## src/rtl/regfile_init_bypass.sv

```systemverilog
// Register file: two combinational read ports, one write port, post-reset clear sequencer.
// Optional same-cycle write-to-read bypass is enabled by defining REGFILE_BYPASS_EN.
module regfile_init_bypass #(
    parameter int DATA_W   = 16,
    parameter int ADDR_W   = 3,
    parameter int ZERO_REG = 1
) (
    input  logic              clk,
    input  logic              rst_n,
    input  logic [ADDR_W-1:0] rd_addr1,
    input  logic [ADDR_W-1:0] rd_addr2,
    output logic [DATA_W-1:0] rd_data1,
    output logic [DATA_W-1:0] rd_data2,
    input  logic              wr_en,
    input  logic [ADDR_W-1:0] wr_addr,
    input  logic [DATA_W-1:0] wr_data,
    output logic              ready,
    output logic              wr_drop
);

    localparam int DEPTH = 1 << ADDR_W;
    localparam logic [ADDR_W:0] LAST_PTR = (ADDR_W+1)'(DEPTH - 1);
    localparam bit ZR = (ZERO_REG != 0);

`ifdef REGFILE_BYPASS_EN
    localparam bit BYP = 1'b1;
`else
    localparam bit BYP = 1'b0;
`endif

    typedef enum logic {
        CLEAR = 1'b0,
        RUN   = 1'b1
    } state_t;

    state_t            state;
    logic [ADDR_W:0]   clr_ptr;
    logic [DATA_W-1:0] mem [DEPTH];
    logic              wr_zero;

    // Writes aimed at the hardwired zero entry are discarded silently.
    assign wr_zero = ZR && (wr_addr == '0);

    always_ff @(posedge clk or negedge rst_n) begin
        if (!rst_n) begin
            state   <= CLEAR;
            clr_ptr <= '0;
            ready   <= 1'b0;
            wr_drop <= 1'b0;
        end else begin
            case (state)
                CLEAR: begin
                    wr_drop <= wr_en;
                    clr_ptr <= clr_ptr + 1'b1;
                    if (clr_ptr == LAST_PTR) begin
                        state <= RUN;
                        ready <= 1'b1;
                    end
                end
                RUN: begin
                    wr_drop <= 1'b0;
                end
                default: begin
                    state <= CLEAR;
                end
            endcase
        end
    end

    // Storage has no reset so it can map onto RAM; the sequencer zeroes it instead.
    always_ff @(posedge clk) begin
        if (state == CLEAR) begin
            mem[clr_ptr[ADDR_W-1:0]] <= '0;
        end else if (wr_en && !wr_zero) begin
            mem[wr_addr] <= wr_data;
        end
    end

    function automatic logic [DATA_W-1:0] read_port(input logic [ADDR_W-1:0] a);
        logic [DATA_W-1:0] r;
        r = '0;
        if (state != RUN) begin
            r = '0;
        end else if (BYP && wr_en && !wr_zero && (wr_addr == a)) begin
            r = wr_data;
        end else if (ZR && (a == '0)) begin
            r = '0;
        end else begin
            r = mem[a];
        end
        return r;
    endfunction

    always_comb begin
        rd_data1 = read_port(rd_addr1);
        rd_data2 = read_port(rd_addr2);
    end

endmodule
```

## config.mk

```make
export PLATFORM = sky130hd
export DESIGN_NAME = regfile_init_bypass
export DESIGN_NICKNAME = d
export VERILOG_FILES = /design/src/rtl/regfile_init_bypass.sv
export SDC_FILE = /design/constraint.sdc
export NUM_CORES = 1
export LEC_CHECK = 0
export CORE_ASPECT_RATIO = 1.1
export CORE_MARGIN = 1.5
export CORE_UTILIZATION = 35
export DETAILED_ROUTE_END_ITERATION = 12
export GPL_TIMING_DRIVEN = 0
export PLACE_DENSITY = 0.6
export RECOVER_POWER = 100
export SETUP_SLACK_MARGIN = 0.5
export SYNTH_ARGS = -nofsm -noshare
export SYNTH_HDL_FRONTEND = slang
export SYNTH_SLANG_ARGS = --single-unit
export TNS_END_PERCENT = 30
```

## constraint.sdc

```tcl
create_clock -name clk -period 5 [get_ports clk]
set_clock_uncertainty 0.2 [all_clocks]
set_input_delay 0.5 -clock clk [delete_from_list [all_inputs] [get_ports clk]]
set_output_delay 0.5 -clock clk [all_outputs]
set_load 0.02 [all_outputs]
```

==> results.cfg, run 1 <==
[status]
run_status = finished, violations left
failed_checks = design-rule violations, max-capacitance violations, max-slew violations

[timing]
rsz_0062_raised_after_global_routing = no
final.period_utilization_pct = 82.9
tmin_final_ns = 4.14
setup-violations-final = 0
report.final.slew_viol_count = 9
hold_viol = 0
totalNegativeSetupSlack_ns = 0
timing_worst_slew_pin_value_ns = 1.54
maxClockFrequency_mhz = 241
timing.max_slew.rel_slack_pct = -3.39

[floorplanning]
ioPinCount = 62
dieArea_um2 = 17500
die_width_um = 126
rows = 49
die-height_um = 138
initial_utilization_pct = 35.8
core_um2 = 16300

[power_and_ir_drop]
power.switching_fraction_pct = 23.0
power.density_cell_area_nw_per_um2 = 355
seqPwrFrac_pct = 42.6
power.combinational.fraction_pct = 9.9
vdd_drop_max_uv = 213
clock_power_share_pct = 47.5
power_leakage_nw = 2.61
power.internal_w = 0.00199
net_sw_power_w = 0.000595

[setup_path]
worstPathMaxFanout = 10
reg2reg_from = state
critical_path_data_arrival_time_ns = 3.44
timing.rr.end = mem[5][8]
cp_endpoint_kind = output pin
crit_required_ns = 4.30
setup.reg_to_reg.worst_slack_ns = 1.43
worstRegToRegCells = 5
startpoint_type = input port
criticalPathCategory = input port to output pin

[synthesis]
ys_dominant_reg_cell = edfxtp_1
synth_enable_flop_cells = 112
yosys_warnings = 0
ys_types = 38
netlist_area_um2 = 5830
asyncSetResetFlopFracSynth_pct = 5.88
syn-instance-count = 380
synth_compound_gate_area_share_pct = 10.1
synth_top_family_by_area = multiplexers
yosys_register_bits = 119
synth-simple-area-share_pct = 5.62
syn_nets = 409
muxShareOfSynthArea_pct = 18.7
sequential_share_of_the_synthesized_area_pct = 60.6
synthAdderAreaFrac_pct = 0.214
synth_area_per_cell_um2 = 15.4
synth_xor_xnor_area_share_pct = 0.450

[global_routing]
grt_first_pass_wirelength_um = 25400
grt_overflow_total = 0
first_global_vias = 4118
initial_antenna_violation_count = 0
grt_use_total_pct = 20.0
largest_net_degree_at_the_start_of_global_routing = 17

[drt]
detail_routed_via_count_per_cell = 5.68
drt_wl_total_um = 16700
detail_route.iter0.violations = 341
post_drt_wl_per_cell_um = 24.4
detailroute.via_count = 3886
routed_antenna_nets = 0
detailedRoute.firstPassIterationCount = 9
drc = 6

[clocking]
htreeDepth = 4
numClockSinks = 119
cts_inserted_buffers = 17
post_cts_buffers = 0
cts_resized = 0
tritoncts_clock_tree = built
cts.root.buffer_cell = clkbuf_16
clkSlewWorstSetupHoldPaths_ns = 0.05
cts.hold.buffers_added = 0
clock_path_buffers = 2
insertion_delay_ns = 0.41

[placed_design]
place.detailed.hpwl_um = 11500
place.gp.congestion = 0.768
place.port_buffers = 56

[finish]
layout-area-overhead-vs-synth_pct = 25.0
final_nets = 496
layout_common_cells = 112 x edfxtp_1, 43 x mux2_2, 33 x dlygate4sd3_1
layout_cell_share_with_drive_strength_beyond_1_pct = 23.8
final_util_pct = 44.7
antenna_cells_inserted = 0
layout_commonest_cell = edfxtp_1

[flow_run]
drv.max_cap_violation_count = 1

[worst_hold_path]
hold_class = input port to asynchronous set/reset pin
worst max-delay path, cell delays in order:
cell	delay, ns
dlygate4sd3_1	0.68
clkbuf_1	0.56
clkbuf_1	0.56
a221oi_1	0.21
nor2_1	0.20
dlygate4sd3_1	0.72
state kept, by name (all words and copies together), names as in the netlist:
signal,flops
wr_drop,1
mem,112
clr_ptr,4
ready,1
state,1
kinds of logic after synthesis:
family,after synthesis
AO/OA/AOI/OAI,81
XOR/XNOR,3
adder cells (fa/ha/maj),1
buffers and inverters,37
flip-flops,119
multiplexers,76
AND/OR/NAND/NOR,63
routing by layer:
layer / track usage (%) / routed length, um / vias up
li1: - / - / 1726
met1: 25.6 / 6880 / 1971
met2: 34.0 / 8520 / 161
met3: 3.87 / 941 / 28
met4: 6.90 / 345 / 0
met5: 0 / 0 / -
metrics by stage:
| stage | total power (W) | hold slack, ns | area [um^2] | setup WS [ns] | cells |
|---|---|---|---|---|---|
| floorplan | 0.00127 | 0.00441 | 5830 | 2.18 | 380 |
| finish | 0.00259 | 0.224 | 7290 | 0.857 | 684 |
| global placement | 0.00138 | 0.254 | 6650 | 0.182 | 640 |
| global route | 0.00266 | 0.227 | 7290 | 0.697 | 684 |
| CTS | 0.00261 | 0.154 | 7430 | 1.50 | 684 |
| detailed placement | 0.00139 | 0.259 | 6820 | 1.53 | 652 |
worst max path at each step:
| stage | start | slack, ns | depth (start not counted) | end |
|---|---|---|---|---|
| 3_5_place_dp | rd_addr1[2] | 1.53 | 6 | rd_data1[13] |
| 4_1_cts | rd_addr1[2] | 1.50 | 6 | rd_data1[13] |
| 3_3_place_gp | wr_en | 0.18 | 5 | mem[3][10] |
| 2_1_floorplan | wr_en | 2.18 | 4 | mem[1][0] |
| 6_report | rd_addr1[2] | 0.86 | 6 | rd_data1[14] |
| 5_1_grt | rd_addr1[2] | 0.70 | 6 | rd_data1[14] |
power by group through the flow:
stage	logic (W)	clock network, W	registers (W)
CTS	0.000270	0.00123	0.00110
finish	0.000255	0.00123	0.00110
global route	0.000272	0.00129	0.00110
detailed placement	0.000269	0	0.00112
global placement	0.000258	0	0.00112
floorplan	0.000150	0	0.00112
cells in the mapped netlist (7+ instances only):
| cell | n | area share (%) |
|---|---|---|
| a221oi_1 | 31 | 4.7 |
| clkbuf_1 | 8 | 0.51 |
| buf_6 | 9 | 1.7 |
| o21ai_0 | 14 | 1.2 |
| mux4_2 | 19 | 7.3 |
| nor2b_1 | 10 | 1.1 |
| dfrtp_1 | 7 | 3.0 |
| mux2_2 | 43 | 8.3 |
| o21ai_1 | 14 | 1.2 |
| nor3_1 | 11 | 0.94 |
| nor2_1 | 17 | 1.1 |
| and2_1 | 17 | 1.8 |
| edfxtp_1 | 112 | 58 |
| buf_2 | 8 | 0.69 |
| a311oi_1 | 11 | 1.7 |
| mux2i_1 | 11 | 1.9 |
layout make-up:
class | instances | area [um^2]
Sequential cell | 119 | 3540
Clock inverter | 15 | 179
Tap cell | 204 | 255
Timing Repair Buffer | 68 | 606
Fill cell | 1453 | 9020
Inverter | 4 | 15.0
Clock buffer | 17 | 425
Multi-Input combinational cell | 224 | 2050
Buffer | 33 | 225
Note: power is estimated with default switching activity, not from simulation.
==> inputs of run 2 (changes only) <==
- PLACE_DENSITY: 0.6 -> 0.62
- clock period: 5 -> 3.55 ns (I/O delays scaled with it)
==> run 2 against run 1 <==
  * The run now ends clean
  * Sequential share of layout area is 0.54 points lower
  * Non-clock buffer count is 1 lower
  * Critical path depth stayed put
  * Largest cell class unchanged
==> results.cfg, run 2 (synthesized netlist as in run 1, its figures left out) <==
[timing]
report.final.slew_viol_count = 0
setup-violations-final = 0
timing_worst_slew_pin_value_ns = 1.12
totalNegativeSetupSlack_ns = 0
tmin_final_ns = 3.26
rsz_0062_raised_after_global_routing = yes
timing.max_slew.rel_slack_pct = 24.8
hold_viol = 0
final.period_utilization_pct = 91.9
hold-worst-slack_ns = 0.0837
maxClockFrequency_mhz = 306

[setup_path]
startpoint = rd_addr1[2]
critical_path.slowest_cell = dlygate4sd3_1
critical_path_data_arrival_time_ns = 2.71
critical_path.top_delay_family = buffers and inverters
crit_required_ns = 2.99
setup.reg_to_reg.worst_slack_ns = 0.43
cpMostUsedCell = dlygate4sd3_1
max_stage_delay_ns = 0.71
cp_endpoint_kind = output pin
startpoint_type = input port
endpoint = rd_data1[5]
worstPathMaxFanout = 10
timing.rr.end = mem[3][3]
worstRegToRegCells = 5
criticalPathCategory = input port to output pin
reg2reg_from = state
timing.critical_path.cells = dlygate4sd3_1 -> clkbuf_2 -> mux4_2 -> o21ai_1 -> nor2_1 -> dlygate4sd3_1
cp.depth = 6
critical_path.n_buffers_inverters = 3

[finish]
final_nets = 495
layout_common_cells = 112 x edfxtp_1, 43 x mux2_2, 31 x a221oi_1
antenna_cells_inserted = 0
multi_input_comb_area_um2 = 2060
layout-area-overhead-vs-synth_pct = 26.4
final.fill_count = 1429
largest_reg_flops = 112
largestRegisters = mem: 112 flops, clr_ptr: 4 flops
final_util_pct = 45.2
layout.area.seq_um2 = 3540
layout_commonest_cell = edfxtp_1
layout_cell_share_with_drive_strength_beyond_1_pct = 26.7
regMostFlops = mem

[drt]
drc = 0
detailedRoute.firstPassIterationCount = 10
routed_antenna_nets = 0
post_drt_wl_per_cell_um = 24.1
drt_wl_total_um = 16400
detail_routed_via_count_per_cell = 5.79
detail_route.iter0.violations = 402
detailroute.via_count = 3957

[status]
run_status = finished, final reports clean

[power_and_ir_drop]
power.density_cell_area_nw_per_um2 = 505
power_leakage_nw = 2.69
vdd_drop_max_uv = 360

[clocking]
insertion_delay_ns = 0.41
cts_inserted_buffers = 17
cts.hold.buffers_added = 0
cts.root.buffer_cell = clkbuf_16
numClockSinks = 119
clkSlewWorstSetupHoldPaths_ns = 0.06
clock_path_buffers = 2
tritoncts_clock_tree = built
htreeDepth = 4

[global_routing]
grt_overflow_total = 0
largest_net_degree_at_the_start_of_global_routing = 17
initial_antenna_violation_count = 0
grt_use_total_pct = 19.6
grt_first_pass_wirelength_um = 25000
first_global_vias = 4148

[floorplanning]
rows = 49
core_um2 = 16300
initial_utilization_pct = 35.8
ioPinCount = 62
die-height_um = 138
dieArea_um2 = 17500
die_width_um = 126

[placed_design]
place.port_buffers = 56
place.gp.congestion = 0.845
place.detailed.hpwl_um = 11400

[worst_hold_path]
hold_class = input port to asynchronous set/reset pin

[flow_run]
drv.max_cap_violation_count = 0
-- run 2: cell count changes in the layout (fill, tap and decap cells not counted), moves of 2 or more --
cell | before | now
dlymetal6s2s_1 | 0 | 3
clkbuf_1 | 26 | 17
buf_6 | 9 | 13
nor3_2 | 0 | 3
nor3_1 | 11 | 8
clkinv_4 | 4 | 6
inv_6 | 2 | 0
buf_2 | 3 | 5
clkbuf_2 | 2 | 4
dlygate4sd3_1 | 33 | 29
-- run 2: cell type report --
cell class | count | area share (%)
repair buffers | 67 | 8.65
clock buffers | 17 | 5.77
inverters | 4 | 0.204
well taps | 204 | 3.46
clock inverters | 15 | 2.78
multi-input cells | 224 | 28.0
plain buffers | 33 | 3.17
flip-flops and latches | 119 | 48.0
-- run 2: routing by layer --
metal | global-route usage [%] | vias to the layer above | wire length (um)
met2 | 33.2 | 215 | 8330
met3 | 3.56 | 34 | 1150
met4 | 8.59 | 0 | 466
met1 | 24.7 | 1985 | 6490
li1 | - | 1723 | -
met5 | 0 | - | 0
-- run 2: stage by stage --
step | cell area [um^2] | instances | setup slack (ns) | power, W
CTS | 7440 | 683 | 0.396 | 0.00375
detailed placement | 6810 | 651 | 0.397 | 0.00196
floorplan | 5830 | 380 | 0.877 | 0.00179
global route | 7370 | 683 | 0.201 | 0.00382
finish | 7370 | 683 | 0.287 | 0.00373
global placement | 6650 | 640 | -0.947 | 0.00194
-- run 2: power breakdown --
| group | leakage [nW] | switching, W | total (W) | internal, W |
|---|---|---|---|---|
| logic | 1.16 | 0.000209 | 0.000360 | 0.000152 |
| registers | 1.23 | 0.00000268 | 0.00155 | 0.00155 |
| clock network | 0.299 | 0.000638 | 0.00181 | 0.00118 |
-- run 2: what timing repair did --
| action | in CTS | in global routing |
|---|---|---|
| resized for setup | 2 | 9 |
| setup buffers | 0 | 0 |
| hold endpoints to repair | 0 | 0 |
| endpoints found under the setup margin | 23 | 20 |
-- run 2: how the worst min path moves through the flow --
stage                     startpoint         end  slack (ns)  cells after the start
after floorplan                rst_n  clr_ptr[0]       -0.14                      0
after global placement         ready       ready        0.26                      1
after detailed placement  clr_ptr[3]  clr_ptr[3]        0.27                      1
after CTS                      rst_n     wr_drop        0.02                      1
after global routing           rst_n  clr_ptr[3]        0.12                      1
final                          rst_n       state        0.08                      1
==> inputs of run 3 (changes only) <==
- GPL_ROUTABILITY_DRIVEN: default -> 1
- PLACE_DENSITY: 0.62 -> default
- PLACE_DENSITY_LB_ADDON: default -> 0.3
==> run 3 against run 2 <==
  * The flow now finishes with violations (design-rule violations, max-capacitance violations, max-slew violations)
  * Critical endpoint is now mem[4][8]
  * Die area unchanged
  * Critical path type is now input port to register
  * Largest cell class unchanged
  * Combinational power about the same
  * Via count down 2.0%
  * First-iteration DRC count down 5.7%
==> results.cfg, run 3 (synthesized netlist as in run 1, its figures left out) <==
[setup_path]
crit_required_ns = 3.43
worstRegToRegCells = 5
reg2reg_from = state
setup.reg_to_reg.worst_slack_ns = 0.51
timing.critical_path.cells = dlygate4sd3_1 -> and2_1 -> clkbuf_1 -> a22o_1 -> nor3_1 -> clkbuf_2
critical_path.top_delay_family = simple AND/OR/NAND/NOR gates
critical_path.n_buffers_inverters = 3
critical_path_data_arrival_time_ns = 3.14
criticalPathCategory = input port to register
worstPathMaxFanout = 9
max_stage_delay_ns = 1.07
timing.rr.end = mem[4][8]
critical_path.slowest_cell = nor3_1
cp_endpoint_kind = register
startpoint_type = input port

[flow_run]
drv.max_cap_violation_count = 2

[finish]
finish.instance_area_um2 = 7320
largestRegisters = mem: 112 flops, clr_ptr: 4 flops
largest_reg_flops = 112
layout_cell_share_with_drive_strength_beyond_1_pct = 25.6
layout_commonest_cell = edfxtp_1
final_nets = 494
regMostFlops = mem
antenna_cells_inserted = 0
final_util_pct = 44.9
layout_common_cells = 112 x edfxtp_1, 43 x mux2_2, 30 x a221oi_1
stdcell_count = 681
layout-area-overhead-vs-synth_pct = 25.4

[clocking]
insertion_delay_ns = 0.40
tritoncts_clock_tree = built
cts.root.buffer_cell = clkbuf_16
numClockSinks = 119
clkSlewWorstSetupHoldPaths_ns = 0.05
clock_path_buffers = 2
post_cts_buffers = 0
htreeDepth = 4
cts_inserted_buffers = 17

[global_routing]
largest_net_degree_at_the_start_of_global_routing = 17
initial_antenna_violation_count = 0
grt-busiest-layer = met2
global_route.usage.met2_pct = 33.0
grt_first_pass_wirelength_um = 24700
grt.met3_usage_pct = 3.75
globalRouteMet1Util_pct = 24.4
grt_overflow_total = 0
grt_use_total_pct = 19.3
first_global_vias = 4093

[timing]
timing.max_slew.rel_slack_pct = -6.43
setup-violations-final = 0
final.period_utilization_pct = 91.7
tmin_final_ns = 3.26
report.final.slew_viol_count = 9
hold_viol = 0
timing_worst_slew_pin_value_ns = 1.58
totalNegativeSetupSlack_ns = 0
rsz_0062_raised_after_global_routing = yes
maxClockFrequency_mhz = 307

[worst_hold_path]
hold_class = input port to asynchronous set/reset pin

[drt]
detailroute.via_count = 3879
detail_route.iter0.violations = 379
detail_routed_via_count_per_cell = 5.70
detailedRoute.firstPassIterationCount = 8
drc = 4
routed_antenna_nets = 0
drt_wl_total_um = 16300
post_drt_wl_per_cell_um = 23.9

[power_and_ir_drop]
power.combinational.fraction_pct = 9.9
power.density_cell_area_nw_per_um2 = 499
net_sw_power_w = 0.000789
power.internal_w = 0.00286
vdd_drop_max_uv = 325
seqPwrFrac_pct = 42.5
power.switching_fraction_pct = 21.6
power_w = 0.00365
clock_power_share_pct = 47.6
power_leakage_nw = 2.66

[placed_design]
place.port_buffers = 56
place.detailed.hpwl_um = 11200
dpl.cell_count = 650
placed_cell_area_um2 = 6800
place.gp.congestion = 0.806

[floorplanning]
initial_utilization_pct = 35.8
rows = 49
dieArea_um2 = 17500
die_width_um = 126
ioPinCount = 62
core_um2 = 16300
die-height_um = 138

[status]
run_status = finished, violations left
failed_checks = design-rule violations, max-capacitance violations, max-slew violations
-- run 3: cell types whose count changed in the layout (fill, tap and decap cells not counted), moves of 3 or more --
cell / previous run / this run
clkbuf_1: 17 / 20
clkinv_4: 6 / 0
nor3_2: 3 / 0
nor3_1: 8 / 11
clkbuf_4: 0 / 3
clkinv_2: 2 / 5
-- run 3: what timing repair did --
action                     4_1_cts  5_1_grt
hold buffers                     0        0
cloned                           0        0
setup endpoints to repair       24       20
resized for setup                3        9
-- run 3: through the flow --
| stage | hold slack, ns | setup slack (ns) |
|---|---|---|
| after global routing | 0.0907 | 0.196 |
| after floorplan | -0.141 | 0.877 |
| after CTS | 0.00300 | 0.345 |
| final | 0.0795 | 0.293 |
| after global placement | 0.262 | -1.07 |
| after detailed placement | 0.263 | 0.352 |
-- run 3: how the worst max path moves through the flow --
stage / end / slack [ns] / start / depth (start not counted)
after floorplan: mem[1][0] / 0.88 / wr_en / 4
after global placement: mem[3][9] / -1.07 / wr_en / 5
after detailed placement: rd_data1[13] / 0.35 / rd_addr1[2] / 6
after CTS: rd_data1[13] / 0.34 / rd_addr1[2] / 6
after global routing: mem[4][8] / 0.20 / wr_en / 6
final: mem[4][8] / 0.29 / wr_en / 6
-- run 3: layout make-up --
cell class	count	area [um^2]
flip-flops and latches	119	3540
inverters	4	15.0
multi-input cells	224	2050
clock inverters	11	156
fillers	1452	8990
well taps	204	255
clock buffers	20	437
plain buffers	33	238
repair buffers	66	624
-- run 3: power by group through the flow --
stage	combinational, W	clock [W]	sequential [W]
3_3_place_gp	0.000363	0	0.00158
3_5_place_dp	0.000377	0	0.00158
2_1_floorplan	0.000212	0	0.00158
4_1_cts	0.000378	0.00175	0.00155
5_1_grt	0.000383	0.00181	0.00155
6_report	0.000360	0.00174	0.00155
-- run 3: layer usage --
metal	share of wire, %	wire (um)
met2	51	8260
met5	0	0
met1	42	6800
met4	2.1	339
met3	5.3	870
